$ cat src/rtl/cordic_result_collector.sv
`default_nettype none
// ============================================================================
//  Module   : cordic_result_collector
//  Purpose  : Tracks CORDIC requests through a latency-matched tag pipe and
//             buffers tagged r/a results in a FWFT FIFO with valid/ready drain.
//  Revision : 1.0 - initial release
// ============================================================================
module cordic_result_collector #(
    parameter int OUT_WIDTH = 16,
    parameter int LATENCY   = 16,
    parameter int DEPTH     = 4
) (
    input  logic                      clk,
    input  logic                      rst_n,
    input  logic                      en_in,
    input  logic [1:0]                mode_in,
    input  logic [OUT_WIDTH-1:0]      r_in,
    input  logic [OUT_WIDTH-1:0]      a_in,
    output logic                      out_valid,
    input  logic                      out_ready,
    output logic [1:0]                out_mode,
    output logic [7:0]                out_seq,
    output logic [OUT_WIDTH-1:0]      out_r,
    output logic [OUT_WIDTH-1:0]      out_a,
    output logic [$clog2(DEPTH):0]    level,
    output logic                      overflow
);

    localparam int c_PTR_W = $clog2(DEPTH);
    localparam int c_LVL_W = c_PTR_W + 1;
    localparam int c_TAG_W = 11;
    localparam int c_ENT_W = 10 + 2 * OUT_WIDTH;
    localparam logic [c_LVL_W-1:0] c_FULL = c_LVL_W'(DEPTH);

    // Tag layout: {valid, mode[1:0], seq[7:0]}
    logic [c_TAG_W-1:0]   r_tag [LATENCY];
    logic [7:0]           r_seq;
    logic [c_PTR_W-1:0]   r_wr_ptr;
    logic [c_PTR_W-1:0]   r_rd_ptr;
    logic [c_LVL_W-1:0]   r_level;
    logic                 r_overflow;
    logic [c_ENT_W-1:0]   r_mem [DEPTH];

    logic                 w_accept;
    logic [c_TAG_W-1:0]   w_tag_in;
    logic [7:0]           w_seq_nxt;
    logic                 w_capture;
    logic                 w_pop;
    logic                 w_full;
    logic                 w_push;
    logic [c_PTR_W-1:0]   w_wr_ptr_nxt;
    logic [c_PTR_W-1:0]   w_rd_ptr_nxt;
    logic [c_LVL_W-1:0]   w_level_nxt;
    logic                 w_overflow_nxt;
    logic [c_ENT_W-1:0]   w_wr_data;
    logic [c_ENT_W-1:0]   w_head;

    always_comb begin
        w_accept  = en_in && ((mode_in == 2'd1) || (mode_in == 2'd2));
        w_tag_in  = w_accept ? {1'b1, mode_in, r_seq} : '0;
        w_seq_nxt = r_seq + {7'd0, w_accept};

        w_capture = r_tag[LATENCY-1][c_TAG_W-1];
        w_pop     = (r_level != '0) && out_ready;
        w_full    = (r_level == c_FULL);
        // A full FIFO still takes the push when the head leaves in the same cycle
        w_push    = w_capture && (!w_full || w_pop);
        w_wr_data = {r_tag[LATENCY-1][9:0], r_in, a_in};

        w_wr_ptr_nxt   = w_push ? r_wr_ptr + c_PTR_W'(1) : r_wr_ptr;
        w_rd_ptr_nxt   = w_pop  ? r_rd_ptr + c_PTR_W'(1) : r_rd_ptr;
        w_overflow_nxt = r_overflow | (w_capture & w_full & ~w_pop);

        w_level_nxt = r_level;
        case ({w_push, w_pop})
            2'b10:   w_level_nxt = r_level + c_LVL_W'(1);
            2'b01:   w_level_nxt = r_level - c_LVL_W'(1);
            default: w_level_nxt = r_level;
        endcase
    end

    always_ff @(posedge clk or posedge rst_n) begin
        if (rst_n) begin
            for (int i = 0; i < LATENCY; i++) begin
                r_tag[i] <= '0;
            end
            r_seq      <= '0;
            r_wr_ptr   <= '0;
            r_rd_ptr   <= '0;
            r_level    <= '0;
            r_overflow <= 1'b0;
        end else begin
            r_tag[0] <= w_tag_in;
            for (int i = 1; i < LATENCY; i++) begin
                r_tag[i] <= r_tag[i-1];
            end
            r_seq      <= w_seq_nxt;
            r_wr_ptr   <= w_wr_ptr_nxt;
            r_rd_ptr   <= w_rd_ptr_nxt;
            r_level    <= w_level_nxt;
            r_overflow <= w_overflow_nxt;
        end
    end

    // Storage needs no reset: the level counter alone decides what is visible
    always_ff @(posedge clk) begin
        if (w_push) begin
            r_mem[r_wr_ptr] <= w_wr_data;
        end
    end

    always_comb begin
        w_head    = r_mem[r_rd_ptr];
        out_valid = (r_level != '0);
        out_mode  = '0;
        out_seq   = '0;
        out_r     = '0;
        out_a     = '0;
        if (out_valid) begin
            out_mode = w_head[c_ENT_W-1 -: 2];
            out_seq  = w_head[c_ENT_W-3 -: 8];
            out_r    = w_head[2*OUT_WIDTH-1 -: OUT_WIDTH];
            out_a    = w_head[OUT_WIDTH-1:0];
        end
        level    = r_level;
        overflow = r_overflow;
    end

endmodule
`default_nettype wire

$ cat config.mk
export PLATFORM = sky130hd
export DESIGN_NAME = cordic_result_collector
export DESIGN_NICKNAME = d
export VERILOG_FILES = /design/src/rtl/cordic_result_collector.sv
export SDC_FILE = /design/constraint.sdc
export NUM_CORES = 1
export LEC_CHECK = 0
export BUFFER_PORTS_ARGS = -buffer_cell sky130_fd_sc_hd__buf_2
export CAP_MARGIN = 20
export CORE_UTILIZATION = 45
export DETAILED_ROUTE_END_ITERATION = 16
export HOLD_SLACK_MARGIN = 0.15
export PLACE_DENSITY = 0.64
export SYNTH_ARGS = -nofsm -noshare
export SYNTH_HDL_FRONTEND = slang
export SYNTH_SLANG_ARGS = --single-unit
export TNS_END_PERCENT = 50
$ cat constraint.sdc
create_clock -name clk -period 5.7 [get_ports clk]
set_input_delay 0.57 -clock clk [delete_from_list [all_inputs] [get_ports clk]]
set_output_delay 0.57 -clock clk [all_outputs]
set_load 0.01 [all_outputs]
==> summary.md, run 1 <==
| Metric | Value |
|---|---|
| Status | `finished clean` |
| CP max stage delay | `roughly 0.94 ns` |
| Hold Vio Cnt, Final | `0` |
| CP max stage cell | `dfrtp_2` |
| Max-slew violation count | `0` |
| PortBufs | `84` |
| RD Place Congestion | `between 0.7 and 0.8` |
| Hold bufs inserted after CTS | `0` |
| Clk Latency, worst-skew pair | `roughly 0.5 ns` |
| Wirelength, routed | `17.6 mm` |
| Initial cell density of the core | `between 40% and 50%` |
| Slew headroom | `37.1%` |
| Crit path time final | `about 3.4 ns` |
| Synth area leaders | `edfxtp_1, dfrtp_1, mux4_2` |
| Setup_tns | `0 ns` |
| Worst Hold Path Cells | `1` |
| Fin crit share | `between 50% and 60%` |
| Synth Instances | `approximately 540` |
| Sequential area share after synthesis | `between 80 and 90%` |
| Synth area leader | `edfxtp_1` |
| Iter 0 DRT Violations | `approximately 300` |
| Top-area cell type share of the netlist area | `a little over two fifths` |
| HP Class | `primary input to register` |
| Post-synth ARST share | `between 50 and 60%` |
| Mapped Nets | `between 500 and 600` |
| FP Rows | `58` |
| Syn. warnings | `0` |
| Critical R2R Capture | `level[2]` |
| Vias in the first global route | `5,392` |
| VDD IR-drop max | `around 0.24 mV` |
| Setup Viol. Count Final | `0` |
| Fillers | `1,937` |
| CTS root buf | `clkbuf_16` |
| HP Start | `r_in[1]` |
| Max-Cap Viols | `0` |
| Post CTS Setup Buffer Count | `0` |
| Placed Cells | `about 940` |
| RSZ-0062 raised after global routing | `false` |
| Die height | `164 um` |
| Cell Pwr Density | `~500 nW/um^2` |
| Hold WS | `0.293 ns` |
| Critical path type | `register to primary output` |
| Top routing layer in use | `met4` |
| Vias per cell | `about 4.9` |
| Worst-path cell chain | `buf_4, mux4_2, and2_1, buf_2` |
| Crit path DAT | `roughly 2.8 ns` |
| Total gr overflow | `0` |
| Worst-path maximum fanout | `26` |
| Post-CTS Resized | `0` |
| Clock slew at reported path FFs | `roughly 0.060 ns` |
| Hold EP | `r_mem[2][17]` |
| Final ANT Viol Nets | `0` |
| DRT Pass-1 Iters | `4` |
| Area growth from synthesis to layout | `17.7%` |
| Largest net degree at the start of global routing | `~190` |
| Setup WS pre-CTS | `between 2 and 3 ns` |
| Dpl hpwl | `9.70 mm` |
| Synthesis-stage register bit count | `360` |
| I/O Pins | `85` |
| Layout Skew | `around 0.014 ns` |
| CP Launch Type | `register` |
| First-pass GRT wire length | `27.8 mm` |
| Post-route insts no fill | `roughly 1,000` |
| Die area | `26,700 um^2` |
| Chip width | `between 150 and 200 um` |
| NumNets Final | `about 700` |
| Fmax | `297 MHz` |
| Avg Cell Area, Syn | `between 20 and 25 um^2` |
| Post-synth EDFFs | `168` |
| Initial antenna violation count | `1` |
| Mapped Area | `between 10,000 and 15,000 um^2` |
| Core area | `25,400 um^2` |
| Leakage | `5.79 nW` |
| Layout cells sized above 1 | `29.2%` |
| Final WS setup | `around 2.3 ns` |
| Clk buf depth | `3` |
| R2R cell count | `7` |
| Reg2reg setup slack | `approximately 3.6 ns` |
| R2r startpoint | `level[0]` |
| Via count | `slightly below 5,000` |
| H-tree lvl count | `2` |
| Drt wl/cell | `17.5 um` |
| Synth Flop Type | `dfrtp_1` |
| Worst setup EP type | `primary output` |
| Met2 WL post-DR | `8.93 mm` |
| Clock tree from TritonCTS | `done` |
| Remaining DRCs | `0` |
| Total CTS buffers | `36` |
| WP data required | `about 5.1 ns` |
| M1 WL | `7.34 mm` |
| Sink Count | `360` |
| Gr usage total | `between 10% and 20%` |
| Met3 wire length | `approximately 900 um` |
| Netlist cell types | `34` |
| Worst-Margin Slew | `roughly 0.94 ns` |
| Total power | `6.92 mW` |
[placed cells by master, fill, tap and decap left out, types with 3 or more instances in the layout]
master | Yosys | final
xor2_1 | 6 | 6
nor2_1 | 5 | 5
clkbuf_16 | 0 | 37
clkinv_1 | 0 | 5
clkbuf_8 | 0 | 6
buf_2 | 7 | 84
ha_1 | 6 | 6
dfrtp_1 | 192 | 190
inv_1 | 6 | 5
mux4_1 | 4 | 4
bufinv_16 | 0 | 5
xnor2_1 | 6 | 6
mux4_2 | 38 | 38
clkbuf_1 | 5 | 3
and2_2 | 0 | 4
buf_12 | 4 | 6
nand3_1 | 4 | 4
clkinv_2 | 0 | 4
nand2_1 | 6 | 6
and3_1 | 10 | 10
edfxtp_1 | 168 | 168
and2_1 | 47 | 43
[cell usage after synthesis (all sizes together) (2+ instances only)]
library cell and n:
xnor2 6, edfxtp 168, nor2 5, clkbuf 5
dfrtp 192, nand3 4, nor2b 3, nand2 6
buf 12, ha 6, inv 6, mux4 42
xor2 6, and3 10, and2 47, a21oi 2
o22ai 2
[worst max-delay path, delay by kind of cell (launching register included)]
kind	cells	cell delay [ns]
buf+inv	2	0.62
flops	1	0.94
simple gates	1	0.17
mux	1	0.55
[sequential cells by signal (all words and copies together), names as in the netlist]
name and cells:
overflow 1, r_wr_ptr 2, r_mem 168, r_rd_ptr 2
r_seq 8, level 3, r_tag 176
[worst max path at each step]
| stage | startpoint | endpoint | slack (ns) |
|---|---|---|---|
| floorplan | rst_n | level[0] | 2.65 |
| global placement | r_rd_ptr[0] | out_a[5] | 2.79 |
| detailed placement | r_rd_ptr[0] | out_r[2] | 2.77 |
| CTS | r_rd_ptr[0] | out_r[2] | 2.24 |
| global route | r_rd_ptr[0] | out_r[14] | 2.10 |
| finish | r_rd_ptr[0] | out_r[12] | 2.33 |
[power by group]
group | switching, mW | internal [mW]
sequential | 0.180 | 3.03
clock | 0.901 | 1.49
combinational | 0.658 | 0.666
[cell type report]
class	instances	area, um^2	area share [%]
diodes	1	2.50	0.0181
clock buffers	46	1020	7.38
clock inverters	18	226	1.64
inverters	6	26.3	0.190
multi-input cells	152	1730	12.5
flip-flops and latches	360	9850	71.3
well taps	330	413	2.99
repair buffers	92	556	4.02
[logic make-up (layout without fill, tap and decap cells)]
group,after synthesis,after routing,synth area share (%)
adders and majority gates,7,7,0.810
muxes,43,43,8.28
DFF,360,360,83.9
buffers and inverters,23,162,1.43
other,0,1,0
and+or+nand+nor,80,80,4.11
AOI/OAI and AO/OA,10,10,0.586
xor gates and xnor gates,12,12,0.895
[routing by layer]
layer,track usage [%],up-vias
li1,-,2198
met1,17.2,2586
met2,23.6,117
met3,2.62,33
met4,4.71,0
met5,0,-
[stage by stage]
step | instance area [um^2] | util (%)
floorplan | 11700 | -
global route | 13800 | 54.4
detailed placement | 12600 | 49.4
CTS | 13800 | 54.3
global placement | 12500 | 49.1
finish | 13800 | 54.4
Note: power is estimated with default switching activity, not from simulation.
==> run 2, diff against run 1 <==
Clock period 5.7 ns to 2.8 ns, I/O delays scaled along.
==> run 2 against run 1 <==
Hold slack got worse by 0.089 ns. Core utilization rose by 1.5 points. Clock power rose by 92%. Sequential cell count unchanged. Combinational power is 120% higher. Final area grew 2.7%. Cell count is 4.0% higher. Routed wire length increased by 4.8%. Highest routed layer unchanged. Global-route usage up 0.84 points. Register-to-register slack got worse by 3.0 ns.
==> summary.md, run 2 (synthesized netlist as in run 1, its figures left out) <==
| Metric | Value |
|---|---|
| Chip width | `164 um (unchanged)` |
| Max-slew violation count | `0 (unchanged)` |
| Crit path DAT | `2.30 ns (-0.50 ns)` |
| NumNets Final | `735 (+6.1%)` |
| Layout Skew | `0.0108 ns (-0.00313 ns)` |
| Critical R2R Capture | `level[2]` |
| Worst-path maximum fanout | `15 (-42%)` |
| DRT Pass-1 Iters | `4 (unchanged)` |
| Sequential standard cell area | `9850 um^2 (unchanged)` |
| Layout cells sized above 1 | `28.0% (-1.3 points)` |
| VDD IR-drop max | `0.679 mV (+180%)` |
| Hold WS | `0.204 ns (-0.0888 ns)` |
| CP max stage delay | `0.70 ns (-0.24 ns)` |
| Area growth from synthesis to layout | `20.9%` |
| Gr usage total | `14.5% (+0.84 points)` |
| Total CTS buffers | `35 (-2.8%)` |
| Initial cell density of the core | `46.2% (unchanged)` |
| CP max stage cell | `dfrtp_2` |
| Vias per cell | `4.90 (-0.18%)` |
| Fin crit share | `around 92%` |
| Final ANT Viol Nets | `0 (unchanged)` |
| CP bufs+invs | `2 (unchanged)` |
| Most frequent cells in the layout | `dfrtp_1, edfxtp_1, buf_2` |
| Met3 wire length | `783 um (-11%)` |
| Leakage | `5.95 nW (+2.8%)` |
| RSZ-0062 raised after global routing | `false` |
| R2R cell count | `7 (unchanged)` |
| Max FFs per register | `176 (unchanged)` |
| FP Rows | `58 (unchanged)` |
| Post-route insts no fill | `1,045 (+4.0%)` |
| Die height | `164 um (unchanged)` |
| Iter 0 DRT Violations | `355 (+20%)` |
| CP Launch Type | `register` |
| H-tree lvl count | `2 (unchanged)` |
| Worst-Margin Slew | `0.805 ns (-0.138 ns)` |
| Setup Viol. Count Final | `0 (unchanged)` |
| Status | `finished clean` |
| WP data required | `2.52 ns (-2.61 ns)` |
| Multi-input gate area | `1730 um^2 (unchanged)` |
| Levels on crit path | `4 (unchanged)` |
| HP Class | `primary input to register` |
| Hold Vio Cnt, Final | `0 (unchanged)` |
| Cell Pwr Density | `984 nW/um^2 (+96%)` |
| Clock tree from TritonCTS | `done` |
| Die area | `26,700 um^2 (unchanged)` |
| Met2 WL post-DR | `9.30 mm (+4.1%)` |
| Design area | `14,200 um^2 (+2.7%)` |
| Critical path type | `register to primary output` |
| Drt wl/cell | `17.6 um (+0.77%)` |
| Setup_tns | `0 ns (unchanged)` |
| Top routing layer in use | `met4` |
| Worst setup EP type | `primary output` |
| Largest net degree at the start of global routing | `60 (-69%)` |
| Clock slew at reported path FFs | `0.06 ns (about the same)` |
| Wirelength, routed | `18.4 mm (+4.8%)` |
| Placed cell areas | `12,700 um^2 (+0.86%)` |
| Placed Cells | `945 (+0.64%)` |
| Top flop regs | `r_tag: 176 flops, r_mem: 168 flops, r_seq: 8 flops` |
| I/O Pins | `85 (unchanged)` |
| Clk buf depth | `3 (unchanged)` |
| CTS root buf | `clkbuf_16` |
| Max-Cap Viols | `0 (unchanged)` |
| M1 WL | `7.97 mm (+8.5%)` |
| ANT cells | `0 (-1)` |
| Fmax | `around 390 MHz` |
| Clk Latency, worst-skew pair | `0.50 ns (about the same)` |
| Reg with most FFs | `r_tag` |
| Fillers | `1,918 (-0.98%)` |
| Vias in the first global route | `5,547 (+2.9%)` |
| R2r startpoint | `level[0]` |
| Crit path to | `out_a[15]` |
| Post-CTS Resized | `0 (unchanged)` |
| Total power | `14.0 mW (+100%)` |
| Core area | `25,400 um^2 (unchanged)` |
| Hold bufs inserted after CTS | `38 (+38)` |
| Remaining DRCs | `0 (unchanged)` |
| Largest delay share family, worst path | `flip-flops` |
| Via count | `5,121 (+3.8%)` |
| Sink Count | `360 (unchanged)` |
| Initial antenna violation count | `0 (-1)` |
| Dpl hpwl | `9.86 mm (+1.7%)` |
| Worst setup path start | `r_rd_ptr[0]` |
| Crit path time final | `2.58 ns` |
| Post CTS Setup Buffer Count | `0 (unchanged)` |
| RD Place Congestion | `0.722 (-0.51%)` |
| Slew headroom | `46.2% (+9.1 points)` |
| First-pass GRT wire length | `29.4 mm (+5.8%)` |
| Commonest non-fill, non-tap cell in the layout | `dfrtp_1` |
| Reg2reg setup slack | `0.60 ns (-3.00 ns)` |
| Worst-path cell chain | `buf_4, mux4_1, and2_1, buf_2` |
| Total gr overflow | `0 (unchanged)` |
| PortBufs | `84 (unchanged)` |
==> run 2: stage by stage <==
step | utilization, % | setup WS, ns
3_5_place_dp | 49.9 | 0.610
3_3_place_gp | 49.9 | 0.680
5_1_grt | 55.9 | 0.0967
4_1_cts | 55.9 | 0.153
6_report | 55.9 | 0.216
2_1_floorplan | - | 0.0436
==> run 2: how the worst min path moves through the flow <==
stage | start | to | slack [ns] | cells after the start
floorplan | r_tag[11] | r_tag[0] | 0.33 | 0
global placement | r_tag[70] | r_tag[59] | 0.33 | 0
detailed placement | r_tag[121] | r_tag[110] | 0.33 | 0
CTS | out_ready | r_rd_ptr[1] | 0.19 | 3
global route | out_ready | r_rd_ptr[1] | 0.20 | 3
finish | out_ready | r_rd_ptr[1] | 0.20 | 3
==> run 2: tightest hold or removal path, delay by kind of cell <==
kind / cells / cell delay (ns)
buffers and inverters: 1 / 0.18
xor gates and xnor gates: 1 / 0.07
and+or+nand+nor: 1 / 0.13
==> run 2: per-layer routing <==
metal  GRT usage [%]  up-vias
li1                -     2269
met1            18.6     2713
met2            24.6      111
met3            3.10       28
met4            4.71        0
met5               0        -
==> run 2: cell type report <==
type | count | share of cell area (%)
clock inverter | 15 | 1.11
sequential | 360 | 69.4
inverter | 6 | 0.185
timing repair buffer | 135 | 7.21
clock buffer | 47 | 6.99
tap | 330 | 2.91
multi-input combinational | 152 | 12.2
==> run 2: power breakdown <==
group | total [mW] | leakage (nW) | internal [mW] | switching [mW]
Sequential | 6.51 | 4.12 | 6.16 | 0.352
Combinational | 2.85 | 1.27 | 1.46 | 1.40
Clock | 4.60 | 0.565 | 2.77 | 1.83
Total | 14.0 | 5.95 | 10.4 | 3.58
